$ cat config.mk
export PLATFORM = sky130hd
export DESIGN_NAME = scan_mux_n
export DESIGN_NICKNAME = d
export VERILOG_FILES = /design/src/rtl/scan_mux_n.sv
export SDC_FILE = /design/constraint.sdc
export NUM_CORES = 1
export LEC_CHECK = 0
export ABC_AREA = 1
export CAP_MARGIN = 20
export CORE_MARGIN = 4
export CORE_UTILIZATION = 30
export CTS_CLUSTER_DIAMETER = 60
export CTS_CLUSTER_SIZE = 14
export DETAILED_ROUTE_END_ITERATION = 7
export PLACE_DENSITY_LB_ADDON = 0.15
export SLEW_MARGIN = 25
export SYNTH_ARGS = -nofsm -noshare
export SYNTH_HDL_FRONTEND = slang
export SYNTH_SLANG_ARGS = --single-unit
$ cat constraint.sdc
create_clock -name clk -period 1.3 [get_ports clk]
set_input_delay 0.39 -clock clk [delete_from_list [all_inputs] [get_ports clk]]
set_output_delay 0.39 -clock clk [all_outputs]
set_load 0.02 [all_outputs]
$ cat src/rtl/scan_mux_n.sv
// scan_mux_n: NCH:1 multiplexer of WIDTH-bit channels with a registered,
// valid/ready output stage. Manual mode forwards the channel picked by sel;
// auto-sweep mode walks every channel once per start pulse.
// Optional build macro SCAN_MASK_EN adds a per-channel enable mask.
module scan_mux_n #(
    parameter int WIDTH = 1,
    parameter int NCH   = 16,
    parameter int SELW  = 4
) (
    input  logic                 clk,
    input  logic                 rst,
    input  logic [NCH*WIDTH-1:0] in,
    input  logic [SELW-1:0]      sel,
    input  logic                 mode,
    input  logic                 start,
`ifdef SCAN_MASK_EN
    input  logic [NCH-1:0]       mask,
`endif
    output logic [WIDTH-1:0]     out,
    output logic [SELW-1:0]      out_ch,
    output logic                 out_valid,
    input  logic                 out_ready,
    output logic                 busy,
    output logic                 done
);

    typedef enum logic {IDLE = 1'b0, SCAN = 1'b1} state_t;

    state_t          state, state_nx;
    logic [SELW-1:0] ptr, ptr_nx;
    logic            busy_nx, done_nx;
    logic            ld, load, sel_ok;
    logic [SELW-1:0] load_ch;
    logic [SELW:0]   hit;       // {found, index}
    logic [NCH-1:0]  en;        // channels enabled for the running sweep
    logic [NCH-1:0]  start_en;  // channels enabled for a sweep launched now

    // Lowest enabled channel at or above lo; MSB flags whether one exists.
    function automatic logic [SELW:0] find_from(input logic [NCH-1:0] e, input int lo);
        logic [SELW:0] r;
        r = '0;
        for (int k = NCH - 1; k >= 0; k--)
            if (e[k] && k >= lo) r = {1'b1, SELW'(k)};
        return r;
    endfunction

    // The register may take a new word when it is empty or being drained.
    assign ld = !out_valid || out_ready;

`ifdef SCAN_MASK_EN
    logic [NCH-1:0] mask_q;

    // Mask is frozen for the whole sweep at the moment it is launched.
    always_ff @(posedge clk or posedge rst) begin
        if (rst)                                  mask_q <= '0;
        else if (state == IDLE && mode && start)  mask_q <= mask;
    end

    assign en       = mask_q;
    assign start_en = mask;
    assign sel_ok   = (int'(sel) < NCH) && mask[sel];
`else
    assign en       = '1;
    assign start_en = '1;
    assign sel_ok   = int'(sel) < NCH;
`endif

    // Next-state, sweep pointer and load decision.
    always_comb begin
        state_nx = state;
        ptr_nx   = ptr;
        busy_nx  = busy;
        done_nx  = 1'b0;
        load     = 1'b0;
        load_ch  = out_ch;
        hit      = '0;
        unique case (state)
            IDLE: begin
                if (!mode) begin
                    if (ld && sel_ok) begin
                        load    = 1'b1;
                        load_ch = sel;
                    end
                end else if (start) begin
                    // Pointer starts on the first enabled channel; an empty
                    // sweep finishes immediately without entering SCAN.
                    hit = find_from(start_en, 0);
                    if (hit[SELW]) begin
                        ptr_nx   = hit[SELW-1:0];
                        busy_nx  = 1'b1;
                        state_nx = SCAN;
                    end else begin
                        done_nx = 1'b1;
                    end
                end
            end
            SCAN: begin
                if (ld) begin
                    load    = 1'b1;
                    load_ch = ptr;
                    hit     = find_from(en, int'(ptr) + 1);
                    if (hit[SELW]) begin
                        ptr_nx = hit[SELW-1:0];
                    end else begin
                        ptr_nx   = '0;
                        busy_nx  = 1'b0;
                        done_nx  = 1'b1;
                        state_nx = IDLE;
                    end
                end
            end
            default: state_nx = IDLE;
        endcase
    end

    // Control state register.
    always_ff @(posedge clk or posedge rst) begin
        if (rst) begin
            state <= IDLE;
            ptr   <= '0;
            busy  <= 1'b0;
            done  <= 1'b0;
        end else begin
            state <= state_nx;
            ptr   <= ptr_nx;
            busy  <= busy_nx;
            done  <= done_nx;
        end
    end

    // Output register: load a new word, or hold it until it is accepted.
    always_ff @(posedge clk or posedge rst) begin
        if (rst) begin
            out       <= '0;
            out_ch    <= '0;
            out_valid <= 1'b0;
        end else begin
            if (load) begin
                out    <= in[load_ch*WIDTH +: WIDTH];
                out_ch <= load_ch;
            end
            out_valid <= load || (out_valid && !ld);
        end
    end

endmodule
# == Word level (Yosys, flattened, before mapping) ==
# Cells that the tools add are included.
# word_totals
reg_bits,13
in_bits,25
out_inout_bits,8
elab_cells,90
# op_classes
add_sub_neg,1
order_cmp,16
n_eq_ne,5
shift,1
mux,52
bitwise,1
n_reduce_logical,7
# op_table
op,count
$mux 5,21
$ge 4x5->1 const A,8
$mux 4,8
$ge 3x5->1 const A,4
$mux 1,17
$pmux 4 s2,2
$shiftx 16x5->1,1
$ge 1x5->1 const A,2
$ge 2x5->1 const A,2
$ne 2x2->1 const B,4
$pmux 1 s2,4
$add 4x1->5 const B,1
$reduce_and 5->1,1
$reduce_and 4->1,1
$logic_not 1->1,2
$logic_or 1x1->1,2
$ne 2x1->1 const B,1
$logic_and 1x1->1,1
$not 1->1,1

# == Logic depth before layout (Yosys ltp) ==
# Gate-level depths: netlist of the first run.
# depth
ltp_word,23
depth_mapped,14
ltp_nobuf,14

# == Worst setup path before layout of the first run ==
# No wires, ideal clock.
# synth_timing
kind,flip-flop to flip-flop
from,register out_valid
to,register out
setup_ps,116
t_arrival_ps,1380
required_ps,1184
slack_ps,-197
path_stages_with_launch,13
path_buffers,0
period_less_slack_ps,1497
cell_sequence,dfrtp_1 -> nand2_4 -> nand2_4 -> nand2_2 -> nand3_4 -> nand2_4 -> nand2_1 -> nand3_1 -> nand3_1 -> nand3_1 -> nand2_1 -> nand2_1 -> nand2_1
# synth_via
elab_chain_len,6
elab_cells_between_ends,10
classes_between,shift: 1; mux: 7; reduce/logical: 2
# synth_lines
element,line_no,rtl
from (decl),21,"output logic out_valid,"
from (signal assigned),142,out_valid <= load || (out_valid && !ld);
$logic_not 1->1 (*),48,assign ld = !out_valid || out_ready;
$logic_or 1x1->1 (*),48,
$mux 4,80,if (ld && sel_ok) begin
$mux 4,79,if (!mode) begin
$pmux 4 s2,77,unique case (state)
$shiftx 16x5->1,139,out <= in[load_ch*WIDTH +: WIDTH];
to (signal assigned),139,
to (decl),19,"output logic [WIDTH-1:0] out,"
# Every way passes the cells marked *; elsewhere a longest branch is shown, timed or not.
# A chain may end at the register's enable or synchronous reset.

# == Worst setup path after layout of the first run ==
# Ends and elaborated chain as after synthesis.

==> impl_metrics.py, run 1 <==
metrics = {
    "run_status": {
        "status": "finished with violations",
        "violations": "setup timing",
    },
    "route": {
        "viasPerCell": 4.46,
        "vias": 1083,
        "drtIter0Drc": 60,
        "drt_pass1_iterations": 4,
        "wirelength_mm": 3.13,
        "antenna_left": 0,
        "drc": 0,
        "wl_per_cell_um": 12.9,
    },
    "layout": {
        "stdcell_area_mm2": 0.00167,
        "fill_cells": 298,
        "n_antenna_cell": 0,
        "fin_nets": 227,
        "area_growth_pct": 78.2,
        "layout-drive-gt1-share_pct": 42.7,
        "instances_no_fill": 243,
    },
    "die": {
        "core.rowCount": 20,
        "core-area_mm2": 0.00303,
        "fp.dieW_um": 63.9,
        "die_height_um": 63.9,
        "start_util_pct": 31.0,
        "pin_count": 33,
        "die_area_mm2": 0.00408,
    },
    "synth": {
        "synth_common_cells": "inv_1 (27), nand2_1 (27), nand3_1 (26)",
        "ys.flop_type": "dfrtp_1",
        "synth_area_um2": 937,
        "synth.distinct_cells": 21,
        "async_flop_share_pct": 100,
        "avgSynthCellArea_um2": 7.15,
        "yosys_warnings": 0,
        "synth_nets": 158,
        "synth_edf_count": 0,
        "yosysTopAreaCell": "dfrtp_1",
        "synthTopCellsByArea": "dfrtp_1 (35%), nand3_1 (14%), inv_1 (11%)",
        "ys_seq_area_share_pct": 34.7,
        "synth_top_area_share_pct": 34.7,
        "syn_inst": 131,
        "ys_ff_latch": 13,
    },
    "clock_network": {
        "clock-sinks": 13,
        "cts.htree.levels": 1,
        "clk_latency_ps": 290,
        "cts_buffers": 3,
        "cts_tree": "done",
        "path_clk_slew_ps": 100,
        "root_buffer": "clkbuf_4",
        "hold_buffers": 0,
        "cts_buffer_depth": 2,
    },
    "timing": {
        "relSlewSlack_pct": 84.6,
        "tightest_slew_ps": 231,
        "finalWorstSetupSlack_ps": -281,
        "finalSetupViolations": 4,
        "final_max_slew_viol_count": 0,
        "fmax_ghz": 0.633,
        "rsz0062_at_grt": "yes",
        "timing.hold.ws_ps": 387,
        "finalHoldViolCount": 0,
        "clock_skew_ps": 4.58,
        "finalCritPeriodShare_pct": 122,
        "min_period_ps": 1580,
    },
    "grt": {
        "grt_max_degree": 14,
        "track_usage_pct": 14.9,
        "gr-total-overflow": 0,
        "grt_pass1_vias": 1094,
        "grt_pass1_wl_mm": 4.86,
        "antenna_found_initial": 0,
    },
    "placed_design": {
        "dp_hpwl_mm": 2.04,
        "dpl-instance-area_mm2": 0.00146,
        "dp_cells": 226,
        "gp_congestion": 0.758,
        "port_buffers": 32,
    },
    "worst_setup_path": {
        "startpoint_type": "flop",
        "arrival_ps": 1820,
        "startpoint": "out_valid",
        "worstPathMaxFanout": 6,
        "cp_cell_sequence": "nand2_4 -> nand2_4 -> nand2_4 -> nand3_4 -> buf_6 -> nand3b_1 -> nand3_1 -> nand3_1 -> nand3_1 -> nand2_1 -> nand2_1 -> nand2_1",
        "critical-path-slowest-cell": "dfrtp_2",
        "crit_required_ps": 1540,
        "endpoint_kind": "flop",
        "r2r_start": "out_valid",
        "r2r_cells": 12,
        "crit_type": "reg2reg",
        "cpPeakStageDelay_ps": 450,
    },
    "flow_run": {
        "drv_cap": 0,
    },
    "power": {
        "total_power_w": 0.00330,
        "leakage_nw": 0.848,
        "irDropWorstVdd_v": 0.000973,
        "p_per_area_mw_per_mm2": 1980,
    },
    "worst_hold_path": {
        "hold_path.class": "in2async",
    },
}
==> final cells by class <==
type	instances	area [µm²]	share of cell area (%)
Multi-Input combinational cell	90	618	37.0
Timing Repair Buffer	63	531	31.8
Sequential cell	13	328	19.6
Inverter	29	111	6.67
Tap cell	44	55.1	3.30
Clock buffer	3	22.5	1.35
Clock inverter	1	5.00	0.300
==> power by group <==
group | internal [W] | total [W] | switching, W
Sequential | 0.000573 | 0.000697 | 0.000124
Clock | 0.000115 | 0.000278 | 0.000163
Combinational | 0.00109 | 0.00233 | 0.00124
Total | 0.00178 | 0.00330 | 0.00152
==> sequential cells by signal, indices dropped and copies added, names as in the netlist <==
register and flops:
out_ch 4, out 1, state 1, out_valid 1, busy 1, done 1
ptr 4
==> layer usage <==
metal	vias to the layer above	wire length [µm]	part of all wire, %	track usage (%)
li1	546	-	-	-
met1	501	1390	44	18.7
met2	29	1550	49	25.4
met3	7	159	5.1	3.69
met4	0	40	1.3	3.23
met5	-	0	0	0
==> stage by stage <==
step	utilization [%]	setup slack [ps]	setup TNS, ps
after global placement	48.2	-749	-5450
after floorplan	-	-142	-142
final	55.2	-281	-558
after detailed placement	48.2	-797	-5610
after CTS	49.8	-248	-522
after global routing	55.2	-387	-881
==> layout by cell type (no fill, tap or decap), drive strengths merged <==
master	instances
buf	38
nand2	37
inv	29
nand3	28
clkdlybuf4s50	22
dfrtp	13
nor2	8
o21ai	5
nand3b	3
clkbuf	3
a21oi	2
dlygate4sd2	2
ha	2
xnor2	1
o22ai	1
o221ai	1
a22oi	1
xor2	1
clkinv	1
clkdlybuf4s15	1
==> cell families after synthesis <==
group	synth area share [%]
AOI/OAI and AO/OA	6.68
xor gates and xnor gates	1.87
adders and majority gates	2.67
buffers and inverters	12.1
DFF	34.7
and+or+nand+nor	41.9
==> repair_timing <==
| item | 4_1_cts | 5_1_grt |
|---|---|---|
| cloned | 2 | 0 |
| pin swaps | 5 | 12 |
| setup buffers | 1 | 11 |
| setup endpoints to repair | 19 | 8 |
| gates resized for setup | 42 | 28 |
==> path summary, 6_finish.rpt <==
path                             end  slack (ps)
min                        out_ch[0]         390
max reg2reg                      out        -280
max in group asynchronous      state         730
min in group clk                busy         570
min reg2reg                     busy         570
max                              out        -280
==> worst max-delay path: cells and delay by family, from the launching register on <==
family | cells | cell delay, ps
and+or+nand+nor | 11 | 940
DFF | 1 | 450
buffers and inverters | 1 | 150
Power figures use the tool's default switching activity.
==> inputs of run 2 (changes only) <==
--- a/config.mk
+++ b/config.mk
@@ -10,8 +10,9 @@
 export CORE_MARGIN = 4
 export CORE_UTILIZATION = 30
 export CTS_CLUSTER_DIAMETER = 60
-export CTS_CLUSTER_SIZE = 14
+export CTS_CLUSTER_SIZE = 24
 export DETAILED_ROUTE_END_ITERATION = 7
+export DONT_BUFFER_PORTS = 1
 export PLACE_DENSITY_LB_ADDON = 0.15
 export SLEW_MARGIN = 25
 export SYNTH_ARGS = -nofsm -noshare
==> impl_metrics.py, run 2 (synthesis results as in run 1) <==
metrics = {
    "run_status": {
        "status": "finished with violations",
        "violations": "setup timing",
    },
    "timing": {
        "finalCritPeriodShare_pct": 118,
        "finalSetupViolations": 5,
        "finalWorstSetupSlack_ps": -231,
        "timing.hold.ws_ps": 392,
        "final_max_slew_viol_count": 0,
        "clock_skew_ps": 4.79,
        "rsz0062_at_grt": "yes",
        "min_period_ps": 1530,
        "finalHoldViolCount": 0,
        "relSlewSlack_pct": 83.4,
        "fmax_ghz": 0.653,
        "tightest_slew_ps": 249,
    },
    "layout": {
        "n_antenna_cell": 0,
        "layout-drive-gt1-share_pct": 49.1,
        "largest_registers": "out_ch (4), ptr (4)",
        "layout_commonest_cell": "buf_4",
        "instances_no_fill": 213,
        "fin_util_pct": 47.8,
        "area_growth_pct": 54.3,
        "fill_cells": 311,
        "final_cell_mix": "buf_4 (28), inv_1 (26), nand2_1 (18), nand3_1 (16)",
        "fin_nets": 197,
    },
    "placed_design": {
        "dp_cells": 197,
        "port_buffers": 0,
        "dp_hpwl_mm": 1.90,
        "post-place-ws_ps": -279,
        "gp_congestion": 0.802,
    },
    "power": {
        "leakage_nw": 0.747,
        "irDropWorstVdd_v": 0.00108,
        "total_power_w": 0.00320,
        "p_per_area_mw_per_mm2": 2210,
    },
    "worst_setup_path": {
        "arrival_ps": 1710,
        "cpPeakStageDelay_ps": 440,
        "cp_cell_sequence": "nand2_4 -> nand2_4 -> buf_4 -> o21ai_2 -> nand2_2 -> inv_1 -> nand3_1 -> nand3_1 -> nand2_1 -> nand2_1 -> nand2_1",
        "cpMostUsedCell": "nand2_1",
        "crit_required_ps": 1480,
        "endpoint_kind": "flop",
        "critical-path-slowest-cell": "dfrtp_2",
        "startpoint_type": "flop",
        "crit_type": "reg2reg",
        "worstPathMaxFanout": 6,
    },
    "route": {
        "wl_per_cell_um": 12.0,
        "drtIter0Drc": 8,
        "wirelength_mm": 2.55,
        "drc": 0,
        "antenna_left": 0,
        "drt_pass1_iterations": 3,
        "viasPerCell": 4.43,
        "vias": 944,
    },
    "die": {
        "core.rowCount": 20,
        "die_height_um": 63.9,
        "pin_count": 33,
        "start_util_pct": 31.0,
        "core-area_mm2": 0.00303,
        "fp.dieW_um": 63.9,
        "die_area_mm2": 0.00408,
    },
    "grt": {
        "grt_max_degree": 9,
        "grt_pass1_wl_mm": 4.04,
        "grt_pass1_vias": 894,
        "track_usage_pct": 12.4,
        "antenna_found_initial": 0,
        "gr-total-overflow": 0,
    },
    "clock_network": {
        "cts.htree.levels": 1,
        "clk_latency_ps": 280,
        "cts_tree": "done",
        "cts_buffer_depth": 2,
        "root_buffer": "clkbuf_4",
        "cts_buffers": 3,
        "path_clk_slew_ps": 80,
        "clock-sinks": 13,
    },
    "flow_run": {
        "drv_cap": 0,
    },
    "worst_hold_path": {
        "hold_path.class": "in2reg",
    },
}
-- run 2: cell count changes in the layout (fill, tap and decap cells not counted), moves of 2 or more --
cell,before,now
a21oi_1,2,0
a21oi_2,0,2
buf_12,0,2
buf_2,7,0
clkdlybuf4s50_1,22,0
dlygate4sd2_1,2,0
inv_1,24,26
inv_2,4,1
nand3_1,20,16
nand3_2,7,10
-- run 2: area by class of cell --
type,instances,area [µm²],share of cell area (%)
multi-input cells,88,618,42.7
well taps,44,55.1,3.81
repair buffers,35,305,21.1
flip-flops and latches,13,328,22.7
clock buffers,4,26.3,1.82
inverters,29,114,7.87
-- run 2: repair_timing --
action                     4_1_cts  5_1_grt
setup endpoints to repair        4       10
setup buffers                    6        6
hold endpoints to repair         5        0
hold buffers                     1        0
pin swaps                        9       14
cloned                           0        0
resized for setup               12       31
-- run 2: path summary, 6_finish.rpt --
check / cells after the start / to / slack (ps) / from
hold reg to reg: 2 / ptr[1] / 560 / ptr[1]
setup / recovery: 11 / out / -230 / out_valid
setup reg to reg: 11 / out / -230 / out_valid
min in group asynchronous: 2 / busy / 450 / rst
hold / removal: 3 / out_valid / 390 / out_ready
max in group asynchronous: 3 / out_ch[1] / 470 / rst
-- run 2: where the power goes --
| part | switching (W) | internal, W | leakage, nW |
|---|---|---|---|
| logic | 0.00108 | 0.00109 | 0.578 |
| clock network | 0.000138 | 0.000119 | 0.0150 |
| registers | 0.000195 | 0.000573 | 0.154 |
-- run 2: stage by stage --
stage                     setup TNS, ps  instance area [µm²]
after global placement             -422                 1160
after global routing               -918                 1450
after floorplan                    -142                  938
after detailed placement           -448                 1160
final                              -510                 1450
after CTS                          -302                 1300
-- run 2: critical path: cells and delay by family (launching register included) --
family / cells / cell delay [ps]
buf+inv: 2 / 230
simple gates: 8 / 640
flops: 1 / 440
compound gates: 1 / 120
-- run 2: layer usage --
metal	routed length, µm	global-route usage, %	vias up
li1	-	-	488
met3	204	4.75	2
met1	1170	17.7	429
met4	8	1.62	0
met2	1160	17.9	25
met5	0	0	-
==> inputs of run 3 (changes only) <==
--- a/config.mk
+++ b/config.mk
@@ -9,6 +9,7 @@
 export CAP_MARGIN = 20
 export CORE_MARGIN = 4
 export CORE_UTILIZATION = 30
+export CTS_BUF_LIST = sky130_fd_sc_hd__clkbuf_16
 export CTS_CLUSTER_DIAMETER = 60
 export CTS_CLUSTER_SIZE = 24
 export DETAILED_ROUTE_END_ITERATION = 7
==> impl_metrics.py, run 3 (synthesis results as in run 1) <==
metrics = {
    "worst_setup_path": {
        "worstPathMaxFanout": 6,
        "crit_required_ps": 1430,
        "r2r_start": "out_valid",
        "arrival_ps": 1680,
        "crit_type": "reg2reg",
        "startpoint_type": "flop",
        "endpoint_kind": "flop",
        "startpoint": "out_valid",
    },
    "route": {
        "vias": 955,
        "drt_pass1_iterations": 4,
        "viasPerCell": 4.46,
        "drtIter0Drc": 20,
        "drc": 0,
        "wl_per_cell_um": 12.4,
        "wirelength_mm": 2.66,
        "antenna_left": 0,
    },
    "layout": {
        "n_antenna_cell": 0,
        "layout_commonest_cell": "buf_4",
        "fin_nets": 198,
        "largest_registers": "out_ch (4), ptr (4)",
        "area_growth_pct": 62.8,
        "final_cell_mix": "buf_4 (28), inv_1 (26), nand2_1 (16), nand2_2 (13), nand3_2 (13)",
        "instances_no_fill": 214,
        "layout-drive-gt1-share_pct": 52.4,
        "fin_util_pct": 50.4,
    },
    "grt": {
        "grt_pass1_vias": 892,
        "gr-total-overflow": 0,
        "grt_pass1_wl_mm": 4.07,
        "grt_max_degree": 9,
        "track_usage_pct": 12.9,
        "antenna_found_initial": 0,
    },
    "worst_hold_path": {
        "min_from": "start",
        "hold_path.class": "in2reg",
    },
    "run_status": {
        "status": "finished with violations",
        "violations": "setup timing",
    },
    "placed_design": {
        "dp_cells": 197,
        "gp_congestion": 0.802,
        "port_buffers": 0,
        "dp_hpwl_mm": 1.90,
    },
    "clock_network": {
        "root_buffer": "clkbuf_16",
        "cts_buffer_depth": 2,
        "cts_buffers": 3,
        "cts_tree": "done",
        "clock-sinks": 13,
        "clk_latency_ps": 240,
        "cts.htree.levels": 1,
        "path_clk_slew_ps": 40,
    },
    "timing": {
        "fmax_ghz": 0.647,
        "clock_skew_ps": 1.97,
        "finalHoldViolCount": 0,
        "setup_tns_ps": -537,
        "final_max_slew_viol_count": 0,
        "tightest_slew_ps": 263,
        "min_period_ps": 1550,
        "finalWorstSetupSlack_ps": -246,
        "finalCritPeriodShare_pct": 119,
        "relSlewSlack_pct": 82.5,
        "finalSetupViolations": 4,
        "rsz0062_at_grt": "yes",
    },
    "power": {
        "irDropWorstVdd_v": 0.00104,
        "leakage_nw": 0.784,
        "p_per_area_mw_per_mm2": 2340,
    },
    "die": {
        "core-area_mm2": 0.00303,
        "die_area_mm2": 0.00408,
        "fp.dieW_um": 63.9,
        "die_height_um": 63.9,
        "start_util_pct": 31.0,
        "pin_count": 33,
        "core.rowCount": 20,
    },
    "flow_run": {
        "drv_cap": 0,
    },
}
-- run 3: changes by cell type in the layout (fill, tap and decap cells not counted), moves of 2 or more --
cell / before / now
nand3_1: 16 / 12
clkbuf_16: 0 / 3
clkbuf_4: 3 / 0
nand3_2: 10 / 13
nand2_1: 18 / 16
nand2_2: 11 / 13
-- run 3: path summary, 6_finish.rpt --
kind,endpoint,slack [ps],cells after the start
min in group asynchronous,busy,490,2
max in group asynchronous,out,430,3
setup reg to reg,out,-250,11
setup / recovery,out,-250,11
hold reg to reg,ptr[1],560,2
hold / removal,busy,440,3
-- run 3: power breakdown --
part	total, W	switching, W	internal, W
combinational	0.00223	0.00111	0.00111
clock	0.000580	0.000174	0.000406
sequential	0.000768	0.000193	0.000576
total	0.00357	0.00148	0.00209
-- run 3: stage by stage --
stage / worst slack [ps] / cell area [µm²] / hold slack, ps / power (W)
floorplan: -142 / 938 / 267 / 0.00175
global placement: -266 / 1160 / 202 / 0.00231
detailed placement: -279 / 1160 / 204 / 0.00231
CTS: -218 / 1360 / 407 / 0.00320
global route: -391 / 1530 / 474 / 0.00390
finish: -246 / 1530 / 444 / 0.00357
-- run 3: repair_timing --
item | CTS | global route
endpoints found under the hold margin | 5 | 0
pin swaps | 12 | 19
buffers inserted | 6 | 6
setup endpoints to repair | 3 | 7
gates resized for setup | 12 | 36
hold buffers | 1 | 0
-- run 3: layout make-up --
| class | count | area, µm² |
|---|---|---|
| sequential | 13 | 328 |
| clock buffer | 3 | 75.1 |
| inverter | 29 | 114 |
| multi-input combinational | 88 | 633 |
| tap | 44 | 55.1 |
| timing repair buffer | 36 | 317 |
| clock inverter | 1 | 3.75 |
| fill | 288 | 1500 |
-- run 3: critical path, stage by stage, from the launching register on --
cell and delay (ps):
dfrtp_2 430, nand2_4 140, nand2_4 100, buf_4 150
o21ai_2 130, nand2_2 110, inv_2 80, nand3_1 90
nand3_2 60, nand2_1 50, nand2_1 60, nand2_1 40
-- run 3: layer usage --
layer	GRT usage, %	wire, µm
met5	0	0
met4	4.04	48
met2	17.8	1200
met3	5.27	184
met1	17.9	1220
